### config.mk
export PLATFORM = sky130hd
export DESIGN_NAME = wb2axi
export DESIGN_NICKNAME = d
export VERILOG_FILES = /design/src/rtl/wb2axi_pkg.sv /design/src/rtl/wb2axi.sv
export SDC_FILE = /design/constraint.sdc
export NUM_CORES = 1
export LEC_CHECK = 0
export BUFFER_PORTS_ARGS = -buffer_cell sky130_fd_sc_hd__clkbuf_2
export CORE_AREA = 2 2 100 102
export CTS_BUF_LIST = sky130_fd_sc_hd__clkbuf_16
export CTS_CLUSTER_DIAMETER = 120
export DETAILED_ROUTE_END_ITERATION = 7
export DIE_AREA = 0 0 102 104
export GPL_TIMING_DRIVEN = 0
export PLACE_DENSITY = 0.9
export SYNTH_ARGS = -nofsm -noshare
export SYNTH_HDL_FRONTEND = slang
export SYNTH_SLANG_ARGS = --single-unit
### constraint.sdc
create_clock -name i_clk -period 8.7 [get_ports i_clk]
set_input_delay 2.175 -clock i_clk [delete_from_list [all_inputs] [get_ports i_clk]]
set_output_delay 2.175 -clock i_clk [all_outputs]
set_load 0.05 [all_outputs]
### src/rtl/wb2axi_pkg.sv
// Shared types and helpers for the Wishbone-classic to AXI4-Lite bridge.
// Holds the FSM state encoding, AXI response codes and lane-steering helpers.
package wb2axi_pkg;

  typedef enum logic [2:0] {
    IDLE,
    WADDR_DATA,
    WRESP,
    RADDR,
    RDATA
  } state_e;

  localparam logic [1:0] RESP_OKAY   = 2'b00;
  localparam logic [1:0] RESP_SLVERR = 2'b10;
  localparam logic [1:0] RESP_DECERR = 2'b11;

  // The 32-bit Wishbone lane sits in the upper half of the 64-bit beat when adr[2] is set.
  function automatic logic [7:0] lane_strb(input logic lane, input logic [3:0] sel);
    return lane ? {sel, 4'h0} : {4'h0, sel};
  endfunction

  // EXOKAY (2'b01) counts as success; only the two error codes fail.
  function automatic logic resp_ok(input logic [1:0] resp);
    return (resp != RESP_SLVERR) && (resp != RESP_DECERR);
  endfunction

endpackage

### src/rtl/wb2axi.sv
// Wishbone classic 32-bit slave to 64-bit AXI4-Lite master bridge.
// One Wishbone cycle maps to exactly one AXI-Lite transaction, one outstanding at a time.
module wb2axi
  import wb2axi_pkg::*;
#(
  parameter int AW = 12
) (
  input  logic          i_clk,
  input  logic          i_rst,
  input  logic [AW-3:0] i_wb_adr,
  input  logic [31:0]   i_wb_dat,
  input  logic [3:0]    i_wb_sel,
  input  logic          i_wb_we,
  input  logic          i_wb_cyc,
  input  logic          i_wb_stb,
  output logic [31:0]   o_wb_rdt,
  output logic          o_wb_ack,
  output logic          o_wb_err,
  output logic [AW-1:0] o_awaddr,
  output logic          o_awvalid,
  input  logic          i_awready,
  output logic [63:0]   o_wdata,
  output logic [7:0]    o_wstrb,
  output logic          o_wvalid,
  input  logic          i_wready,
  input  logic [1:0]    i_bresp,
  input  logic          i_bvalid,
  output logic          o_bready,
  output logic [AW-1:0] o_araddr,
  output logic          o_arvalid,
  input  logic          i_arready,
  input  logic [63:0]   i_rdata,
  input  logic [1:0]    i_rresp,
  input  logic          i_rvalid,
  output logic          o_rready
);

  state_e        state_q, state_d;
  logic          awvalid_q, awvalid_d;
  logic          wvalid_q, wvalid_d;
  logic          bready_q, bready_d;
  logic          arvalid_q, arvalid_d;
  logic          rready_q, rready_d;
  logic          ack_q, ack_d;
  logic          err_q, err_d;
  logic          abort_q, abort_d;
  logic [31:0]   rdt_q, rdt_d;
  logic [AW-1:0] addr_q, addr_d;
  logic [63:0]   wdata_q, wdata_d;
  logic [7:0]    wstrb_q, wstrb_d;
  logic          lane_q, lane_d;

  always_comb begin
    state_d   = state_q;
    awvalid_d = awvalid_q;
    wvalid_d  = wvalid_q;
    bready_d  = bready_q;
    arvalid_d = arvalid_q;
    rready_d  = rready_q;
    ack_d     = 1'b0;
    err_d     = 1'b0;
    abort_d   = abort_q | ~i_wb_cyc;
    rdt_d     = rdt_q;
    addr_d    = addr_q;
    wdata_d   = wdata_q;
    wstrb_d   = wstrb_q;
    lane_d    = lane_q;

    case (state_q)
      IDLE: begin
        abort_d = 1'b0;
        // An err pulse terminates the cycle just like ack, so it also blocks re-acceptance.
        if (i_wb_cyc && i_wb_stb && !ack_q && !err_q) begin
          addr_d = {i_wb_adr[AW-3:1], 3'b000};
          lane_d = i_wb_adr[0];
          if (i_wb_we) begin
            wdata_d   = {i_wb_dat, i_wb_dat};
            wstrb_d   = lane_strb(i_wb_adr[0], i_wb_sel);
            awvalid_d = 1'b1;
            wvalid_d  = 1'b1;
            state_d   = WADDR_DATA;
          end else begin
            arvalid_d = 1'b1;
            state_d   = RADDR;
          end
        end
      end
      WADDR_DATA: begin
        if (awvalid_q && i_awready) awvalid_d = 1'b0;
        if (wvalid_q && i_wready)   wvalid_d  = 1'b0;
        if (!awvalid_d && !wvalid_d) begin
          bready_d = 1'b1;
          state_d  = WRESP;
        end
      end
      WRESP: begin
        if (i_bvalid) begin
          bready_d = 1'b0;
          state_d  = IDLE;
          ack_d    = ~abort_d & resp_ok(i_bresp);
          err_d    = ~abort_d & ~resp_ok(i_bresp);
        end
      end
      RADDR: begin
        if (i_arready) begin
          arvalid_d = 1'b0;
          rready_d  = 1'b1;
          state_d   = RDATA;
        end
      end
      RDATA: begin
        if (i_rvalid) begin
          rready_d = 1'b0;
          state_d  = IDLE;
          if (!abort_d) rdt_d = lane_q ? i_rdata[63:32] : i_rdata[31:0];
          ack_d    = ~abort_d & resp_ok(i_rresp);
          err_d    = ~abort_d & ~resp_ok(i_rresp);
        end
      end
      default: state_d = IDLE;
    endcase
  end

  always_ff @(posedge i_clk) begin
    if (i_rst) begin
      state_q   <= IDLE;
      awvalid_q <= 1'b0;
      wvalid_q  <= 1'b0;
      bready_q  <= 1'b0;
      arvalid_q <= 1'b0;
      rready_q  <= 1'b0;
      ack_q     <= 1'b0;
      err_q     <= 1'b0;
      abort_q   <= 1'b0;
      rdt_q     <= '0;
    end else begin
      state_q   <= state_d;
      awvalid_q <= awvalid_d;
      wvalid_q  <= wvalid_d;
      bready_q  <= bready_d;
      arvalid_q <= arvalid_d;
      rready_q  <= rready_d;
      ack_q     <= ack_d;
      err_q     <= err_d;
      abort_q   <= abort_d;
      rdt_q     <= rdt_d;
    end
  end

  // Address/data payload needs no reset: it is only observed while a valid is high.
  always_ff @(posedge i_clk) begin
    addr_q  <= addr_d;
    wdata_q <= wdata_d;
    wstrb_q <= wstrb_d;
    lane_q  <= lane_d;
  end

  assign o_wb_rdt  = rdt_q;
  assign o_wb_ack  = ack_q;
  assign o_wb_err  = err_q;
  assign o_awaddr  = addr_q;
  assign o_araddr  = addr_q;
  assign o_awvalid = awvalid_q;
  assign o_wdata   = wdata_q;
  assign o_wstrb   = wstrb_q;
  assign o_wvalid  = wvalid_q;
  assign o_bready  = bready_q;
  assign o_arvalid = arvalid_q;
  assign o_rready  = rready_q;

endmodule

==> results.yml, run 1 <==
status:
  outcome: "finished, final reports clean"
drt:
  detail_route.drc_violations: 0
  via_count: 3341
  antenna_left: 0
  routed_wirelength_microns: 11300
  wl_per_cell_microns: 15.7
  viasPerCell: 4.63
  drt_pass1_iterations: 4
  drtIter0Drc: 78
timing:
  drv_slew: 0
  tns_ps: 0
  hold_violations: 0
  max_freq_mhz: 238
  worst_slew_pin_slew_ps: 839
  setup_viol_count_final: 0
  timing.final.crit_period_ps: 4200
  rsz0062_at_grt: "false"
  max_slew_margin: 0.440
  fin_skew_ps: 5.07
  post-route-period-util: 0.483
placement:
  port_buffers: 249
  detailedPlacementHpwl_microns: 9110
  place.gp.congestion: 0.864
  place_area_sq_um: 5360
  placed_cells: 705
synth:
  synthCells: 318
  synth_cell_type_count: 33
  yosys_warnings: 0
  synth.avg_cell_area_sq_um: 12.3
  synth.cell_area_sq_um: 3930
  ys_ff_latch: 93
  synth_seq_area_share: 0.602
cells_and_area:
  area_delta_synth_final_pct: 43.9
  n_fill_cell: 794
  drive_above_1_share: 0.570
  most-common-layout-cells: "clkbuf_2, buf_4, edfxtp_1"
  seq_area_sq_um: 2360
  multi_input_area_sq_um: 1100
  nNetsFinal: 707
  fin_util: 0.592
  antenna_cells: 0
  fin_cells: 721
  fin_area_sq_um: 5650
  final_common_cell: "clkbuf_2"
floorplanning:
  die_area_sq_um: 10600
  io_pins: 259
  initial_core_util: 0.411
  fp.dieW_microns: 102
  core_area_sq_um: 9550
  die_h_microns: 104
  rows: 36
clocking:
  cts_hold_buf: 0
  insertion_delay_ps: 330
  cts_buffers: 9
  clockBufferDepth: 2
  clock-root-buffer: "clkbuf_16"
  clk_pin_slew_ps: 60
  h-tree-depth: 3
  cts_resized: 0
  cts_setup_buffers: 0
  cts_tree: "done"
  clock_sinks: 93
global_route:
  grt_use_total: 0.211
  grt_pass1_wl_microns: 17100
  grt_pass1_vias: 3407
  grt_overflow: 0
  antenna_found_initial: 0
  grt_max_degree: 41
setup_path:
  slowest_stage: "inv_2"
  arrival_ps: 4160
  critPathKind: "in -> reg"
  critPathCaptureType: "flip-flop"
  worstSetupStartpointType: "primary input"
  critPathTopFamily: "simple AND/OR/NAND/NOR gates"
  crit_path_max_fanout: 40
  r2r_slack_ps: 6160
  cp_data_required_time_ps: 8660
  cp_cell_sequence: "clkbuf_2, nor4bb_1, and2_1, nand2_1, inv_2"
  worst-path-buf-inv: 2
  critical_path.max_stage_delay_ps: 640
job:
  cap_violations: 0
power_and_ir_drop:
  power.static_leakage_nw: 2.67
  powerDensity_nw_per_um2: 182
  ir_drop_uv: 110
min_path:
  hp-class: "reg -> reg"
==> kinds of logic (layout without fill, tap and decap cells) <==
group	Yosys count	after routing	synth area share
simple gates	72	72	0.0927
flops	93	93	0.602
buf+inv	72	337	0.124
other cells	1	6	0.000955
compound gates	47	47	0.0969
mux	32	32	0.0816
xor+xnor	1	1	0.00223
==> routing by layer <==
| layer | vias up | global-route usage | part of all wire |
|---|---|---|---|
| met3 | 32 | 0.0793 | 0.12 |
| met1 | 1510 | 0.223 | 0.35 |
| met2 | 191 | 0.360 | 0.49 |
| met5 | - | 0 | 0 |
| li1 | 1608 | - | - |
| met4 | 0 | 0.111 | 0.037 |
==> state kept, by name, indices dropped and copies added (netlist names) <==
register / count
o_wdata: 32
o_arvalid: 1
o_araddr: 9
o_bready: 1
abort_q: 1
o_wb_ack: 1
o_wvalid: 1
o_awvalid: 1
o_rready: 1
lane_q: 1
o_wb_rdt: 32
state_q: 3
o_wb_err: 1
o_wstrb: 8
==> power breakdown <==
part           switching [W]  internal (W)
clock               0.000158      0.000221
combinational       0.000111     0.0000553
sequential        0.00000721      0.000477
==> worst reg2reg max path, cell delays in order (launching register included) <==
cell      delay [ps]
dfxtp_1          320
nor4bb_1         430
and2_1           560
nand2_1          190
inv_2            640
==> synthesized netlist by cell type (all sizes together) <==
master  number  area [sq um]
nor3b        1          7.51
nand3        1          5.00
o221a        1          11.3
a211oi      32           290
and3b        1          10.0
or3          2          12.5
xnor2        1          8.76
conb         1          3.75
dfxtp       43           861
buf         58           434
nand2        4          15.0
a21boi       1          7.51
nand2b       3          18.8
nor4b        1          8.76
a22oi        1          7.51
mux2i       32           320
o21ai        6          30.0
nor2        41           154
nor4bb       2          35.0
nand3b       2          15.0
nor4         1          6.26
a21oi        5          25.0
and2         5          31.3
clkbuf       7          26.3
nor2b        4          25.0
o221ai       1          8.76
nor3         4          20.0
inv          7          26.3
edfxtp      50          1500
==> path summary, 6_finish.rpt <==
| path | from | endpoint | cells after the start |
|---|---|---|---|
| worst min register to register | o_bready$_SDFFE_PP0P_ | o_bready$_SDFFE_PP0P_ | 2 |
| worst min-delay path | o_bready$_SDFFE_PP0P_ | o_bready$_SDFFE_PP0P_ | 2 |
| worst max-delay path | i_wb_cyc | o_wdata[35]$_DFFE_PP_ | 5 |
| worst max register to register | o_wb_err$_SDFF_PP0_ | o_wdata[35]$_DFFE_PP_ | 4 |
==> metrics by stage <==
step                worst slack (ps)  hold WS, ps  power, W
floorplan                       4450          600  0.000606
global placement                3770          458  0.000657
detailed placement              3650          485  0.000661
CTS                             4020          494   0.00104
global route                    4310          510   0.00107
finish                          4500          484   0.00103
==> cell type report <==
cell class	instances	area share
tap	133	0.0295
timing repair buffer	249	0.221
buffer	65	0.0815
clock inverter	7	0.0120
inverter	7	0.00465
sequential	93	0.418
clock buffer	9	0.0399
multi-input combinational	158	0.194
No activity file was read; power rests on OpenSTA's default activity.
==> run 2: changes to the inputs <==
--- a/config.mk
+++ b/config.mk
@@ -6,13 +6,13 @@
 export NUM_CORES = 1
 export LEC_CHECK = 0
 export BUFFER_PORTS_ARGS = -buffer_cell sky130_fd_sc_hd__clkbuf_2
-export CORE_AREA = 2 2 100 102
+export CORE_MARGIN = 2
+export CORE_UTILIZATION = 42
 export CTS_BUF_LIST = sky130_fd_sc_hd__clkbuf_16
 export CTS_CLUSTER_DIAMETER = 120
 export DETAILED_ROUTE_END_ITERATION = 7
-export DIE_AREA = 0 0 102 104
 export GPL_TIMING_DRIVEN = 0
-export PLACE_DENSITY = 0.9
+export PLACE_DENSITY = 0.91
 export SYNTH_ARGS = -nofsm -noshare
 export SYNTH_HDL_FRONTEND = slang
 export SYNTH_SLANG_ARGS = --single-unit
==> constraint.sdc (replaced) <==
create_clock -name i_clk -period 3.9 [get_ports i_clk]
set_input_delay 0.975 -clock i_clk [delete_from_list [all_inputs] [get_ports i_clk]]
set_output_delay 0.975 -clock i_clk [all_outputs]
set_load 0.05 [all_outputs]
==> run 2 against run 1 <==
  * Final cell count decreased by 3.1%
  * Non-clock buffer count unchanged
  * Global-route usage decreased by 0.42 points
  * Setup slack got worse by 3600 ps
  * Hold slack got worse by 7.7 ps
  * Sequential cell count unchanged
  * Critical endpoint is now o_wstrb[2]$_SDFFCE_PP0P_
==> results.yml, run 2 (synthesis results as in run 1) <==
global_route:
  grt_overflow: 0
  grt_max_degree: 41
  grt_pass1_vias: 3228
  grt_use_total: 0.207
  grt_pass1_wl_microns: 16000
  antenna_found_initial: 0
timing:
  setup_viol_count_final: 0
  max_slew_margin: 0.451
  worst_slew_pin_slew_ps: 822
  post-route-period-util: 0.782
  fin_skew_ps: 7.25
  hold_violations: 0
  timing.final.crit_period_ps: 3050
  tns_ps: 0
  rsz0062_at_grt: "false"
  drv_slew: 0
  holdWs_ps: 476
  max_freq_mhz: 328
status:
  outcome: "finished, final reports clean"
floorplanning:
  die_area_sq_um: 10100
  core_area_sq_um: 9150
  initial_core_util: 0.429
  io_pins: 259
  die_h_microns: 101
  fp.dieW_microns: 101
  rows: 35
drt:
  viasPerCell: 4.82
  routed_wirelength_microns: 11100
  drtIter0Drc: 93
  drt_pass1_iterations: 4
  detail_route.drc_violations: 0
  via_count: 3368
  wl_per_cell_microns: 15.9
  antenna_left: 0
job:
  cap_violations: 0
setup_path:
  critPathTopFamily: "simple AND/OR/NAND/NOR gates"
  critical_path.max_stage_delay_ps: 630
  arrival_ps: 3000
  critPathCaptureType: "flip-flop"
  endpoint: "o_wstrb[2]$_SDFFCE_PP0P_"
  reg2reg_from: "o_wb_ack$_SDFF_PP0_"
  critPathKind: "in -> reg"
  cp_data_required_time_ps: 3850
  r2r_cells: 4
  r2r-end: "o_wstrb[2]$_SDFFCE_PP0P_"
  path_depth: 5
  slowest_stage: "inv_2"
  worst-path-buf-inv: 2
  crit_path_max_fanout: 40
  r2r_slack_ps: 1290
  worstSetupStartpointType: "primary input"
  cp-startpoint: "i_wb_cyc"
  cp_cell_sequence: "clkbuf_2, nor4bb_1, and2_1, nand2_1, inv_2"
clocking:
  cts_setup_buffers: 0
  cts_buffers: 9
  cts_tree: "done"
  cts_resized: 0
  clk_pin_slew_ps: 70
  clockBufferDepth: 2
  insertion_delay_ps: 330
  h-tree-depth: 3
  clock-root-buffer: "clkbuf_16"
  clock_sinks: 93
  cts_hold_buf: 0
power_and_ir_drop:
  power.static_leakage_nw: 2.67
  powerDensity_nw_per_um2: 412
  ir_drop_uv: 289
  p_total_w: 0.00232
cells_and_area:
  nNetsFinal: 707
  drive_above_1_share: 0.571
  most-common-layout-cells: "clkbuf_2, buf_4, edfxtp_1"
  area_delta_synth_final_pct: 43.3
  final_common_cell: "clkbuf_2"
  antenna_cells: 0
placement:
  detailedPlacementHpwl_microns: 8980
  port_buffers: 249
  place.gp.congestion: 0.839
min_path:
  hp-class: "reg -> reg"
-- run 2: cell types whose count changed in the layout (fill, tap and decap cells not counted) --
cell | previous run | this run
inv_6 | 0 | 2
clkinvlp_2 | 1 | 0
clkinv_4 | 2 | 1
clkinv_2 | 0 | 1
clkinv_1 | 1 | 0
-- run 2: worst reg2reg max path, delay by kind of cell (launching register included) --
family,cells,cell delay (ps)
flip-flops,1,320
AND/OR/NAND/NOR,3,1260
buffers and inverters,1,630
-- run 2: final cells by class --
class                   count  area, sq um
flip-flops and latches     93         2360
clock buffers               9          225
repair buffers            249         1250
well taps                 111          139
multi-input cells         158         1100
fillers                   751         3520
plain buffers              65          460
clock inverters             7         72.6
inverters                   7         26.3
-- run 2: routing by layer --
layer / part of all wire / vias to the layer above / routed length, microns / track usage
met1: 0.35 / 1573 / 3880 / 0.205
li1: - / 1606 / - / -
met4: 0.023 / 0 / 255 / 0.0643
met5: 0 / - / 0 / 0
met2: 0.55 / 170 / 6060 / 0.403
met3: 0.080 / 19 / 883 / 0.0673
-- run 2: worst min path at each step --
stage	from	to	cells past startpoint
2_1_floorplan	state_q[0]$_SDFFE_PP0P_	o_rready$_SDFFE_PP0P_	2
3_3_place_gp	o_bready$_SDFFE_PP0P_	o_bready$_SDFFE_PP0P_	2
3_5_place_dp	o_bready$_SDFFE_PP0P_	o_bready$_SDFFE_PP0P_	2
4_1_cts	o_bready$_SDFFE_PP0P_	o_bready$_SDFFE_PP0P_	2
5_1_grt	o_bready$_SDFFE_PP0P_	o_bready$_SDFFE_PP0P_	2
6_report	o_bready$_SDFFE_PP0P_	o_bready$_SDFFE_PP0P_	2
-- run 2: power by group --
group | switching, W | leakage [nW] | internal (W)
combinational | 0.000248 | 1.72 | 0.000123
sequential | 0.0000160 | 0.807 | 0.00106
clock | 0.000367 | 0.148 | 0.000499
-- run 2: through the flow --
step            util  std cells  setup WS (ps)  area (sq um)
6_report       0.615        699            851          5630
3_5_place_dp   0.582        683           75.0          5330
2_1_floorplan      -        323            848          3950
4_1_cts        0.615        699            400          5630
5_1_grt        0.615        699            603          5630
3_3_place_gp   0.582        683            183          5330
==> run 3: changes to the inputs <==
--- a/config.mk
+++ b/config.mk
@@ -6,13 +6,14 @@
 export NUM_CORES = 1
 export LEC_CHECK = 0
 export BUFFER_PORTS_ARGS = -buffer_cell sky130_fd_sc_hd__clkbuf_2
+export CORE_ASPECT_RATIO = 1.25
 export CORE_MARGIN = 2
-export CORE_UTILIZATION = 42
+export CORE_UTILIZATION = 38
 export CTS_BUF_LIST = sky130_fd_sc_hd__clkbuf_16
 export CTS_CLUSTER_DIAMETER = 120
 export DETAILED_ROUTE_END_ITERATION = 7
 export GPL_TIMING_DRIVEN = 0
-export PLACE_DENSITY = 0.91
+export PLACE_DENSITY = 0.88
 export SYNTH_ARGS = -nofsm -noshare
 export SYNTH_HDL_FRONTEND = slang
 export SYNTH_SLANG_ARGS = --single-unit
==> constraint.sdc (replaced) <==
create_clock -name i_clk -period 2.5 [get_ports i_clk]
set_input_delay 0.625 -clock i_clk [delete_from_list [all_inputs] [get_ports i_clk]]
set_output_delay 0.625 -clock i_clk [all_outputs]
set_load 0.05 [all_outputs]
==> run 3 against run 2 <==
  * Final cell count is 2.7% higher
  * Sequential share of layout area is 0.67 points lower
  * Final area is 1.6% higher
  * Die area is 10% higher
  * Critical endpoint is now o_wdata[35]$_DFFE_PP_
==> results.yml, run 3 (synthesis results as in run 1) <==
cells_and_area:
  n_fill_cell: 857
  fin_util: 0.569
  area_delta_synth_final_pct: 45.7
  final_common_cell: "clkbuf_2"
  most-common-layout-cells: "clkbuf_2, buf_4, edfxtp_1"
  nNetsFinal: 708
  antenna_cells: 0
  drive_above_1_share: 0.576
global_route:
  grt_pass1_vias: 3396
  grt_max_degree: 21
  grt_pass1_wl_microns: 16900
  antenna_found_initial: 0
  grt_use_total: 0.202
  grt_overflow: 0
floorplanning:
  initial_core_util: 0.390
  die_area_sq_um: 11200
  rows: 41
  core_area_sq_um: 10100
  fp.dieW_microns: 94.9
  die_h_microns: 118
  io_pins: 259
timing:
  tns_ps: 0
  worst_slew_pin_slew_ps: 721
  drv_slew: 0
  timing.final.crit_period_ps: 2220
  rsz0062_at_grt: "false"
  max_freq_mhz: 451
  fin_skew_ps: 7.16
  hold_violations: 0
  post-route-period-util: 0.887
  setup_viol_count_final: 0
  holdWs_ps: 456
  max_slew_margin: 0.519
placement:
  place.gp.congestion: 0.799
  detailedPlacementHpwl_microns: 9210
  port_buffers: 249
clocking:
  h-tree-depth: 3
  insertion_delay_ps: 340
  clockBufferDepth: 2
  clock_sinks: 93
  cts_tree: "done"
  cts_buffers: 9
  clk_pin_slew_ps: 70
  cts_hold_buf: 0
  clock-root-buffer: "clkbuf_16"
drt:
  antenna_left: 0
  viasPerCell: 4.65
  drt_pass1_iterations: 4
  via_count: 3340
  detail_route.drc_violations: 0
  routed_wirelength_microns: 11400
  drtIter0Drc: 81
  wl_per_cell_microns: 15.9
power_and_ir_drop:
  intPower_w: 0.00284
  seqPwrFrac: 0.440
  ir_drop_uv: 412
  p_comb_frac: 0.152
  p_total_w: 0.00383
  powerDensity_nw_per_um2: 670
  switchingPower_w: 0.000991
  switching_share: 0.259
  clkPwrFrac: 0.408
  power.static_leakage_nw: 2.69
setup_path:
  cp_cell_sequence: "clkbuf_2, nor4bb_2, and2_2, nand2_1, clkinvlp_4"
  critPathKind: "in -> reg"
  cp-startpoint: "i_wb_cyc"
  slowest_stage: "nor4bb_2"
  crit_path_max_fanout: 20
  critPathCaptureType: "flip-flop"
  worstSetupStartpointType: "primary input"
  reg2reg_from: "o_wb_ack$_SDFF_PP0_"
  arrival_ps: 2210
  cp_data_required_time_ps: 2500
  critical_path.max_stage_delay_ps: 430
min_path:
  hp-start: "i_wb_adr[1]"
  hp-class: "in -> reg"
status:
  outcome: "finished, final reports clean"
job:
  cap_violations: 0
==> run 3: stage by stage <==
| stage | instance area (sq um) | worst slack [ps] | std cells |
|---|---|---|---|
| final | 5720 | 282 | 718 |
| after detailed placement | 5360 | -593 | 701 |
| after global routing | 5720 | 96.1 | 718 |
| after floorplan | 3950 | 123 | 323 |
| after CTS | 5710 | 125 | 718 |
| after global placement | 5360 | -577 | 701 |
==> run 3: worst max-delay path, delay by kind of cell <==
kind / cells / cell delay, ps
and+or+nand+nor: 3 / 1080
buffers and inverters: 2 / 500
==> run 3: worst paths after layout <==
path / end / slack, ps / depth (start not counted)
setup / recovery: o_wdata[35]$_DFFE_PP_ / 280 / 5
hold / removal: o_araddr[3]$_DFFE_PP_ / 460 / 1
setup reg to reg: o_wdata[35]$_DFFE_PP_ / 360 / 4
hold reg to reg: o_bready$_SDFFE_PP0P_ / 490 / 2
==> run 3: repair_timing <==
| action | 4_1_cts | 5_1_grt |
|---|---|---|
| gates cloned | 1 | 0 |
| setup buffers | 0 | 0 |
| pin swaps | 0 | 0 |
| gates resized for setup | 2 | 1 |
| endpoints found under the setup margin | 40 | 40 |
==> run 3: area by class of cell <==
cell class	count	area [sq um]	share of cell area
sequential	93	2360	0.413
timing repair buffer	249	1250	0.218
multi-input combinational	158	1100	0.193
buffer	65	460	0.0805
clock buffer	9	225	0.0394
tap	129	161	0.0282
clock inverter	7	123	0.0214
inverter	7	30.0	0.00525
timing repair inverter	1	7.51	0.00131
==> run 3: power groups by stage <==
stage	Sequential, W	Combinational, W	Clock (W)
after CTS	0.00168	0.000586	0.00159
after global placement	0.00172	0.000571	0
after floorplan	0.00184	0.000270	0
after detailed placement	0.00172	0.000583	0
after global routing	0.00169	0.000620	0.00167
final	0.00168	0.000583	0.00156
==> run 3: routing by layer <==
metal / track usage / vias to the layer above / part of all wire
li1: - / 1607 / -
met1: 0.197 / 1526 / 0.34
met2: 0.362 / 189 / 0.52
met3: 0.0909 / 18 / 0.12
met4: 0.0806 / 0 / 0.019
met5: 0 / - / 0
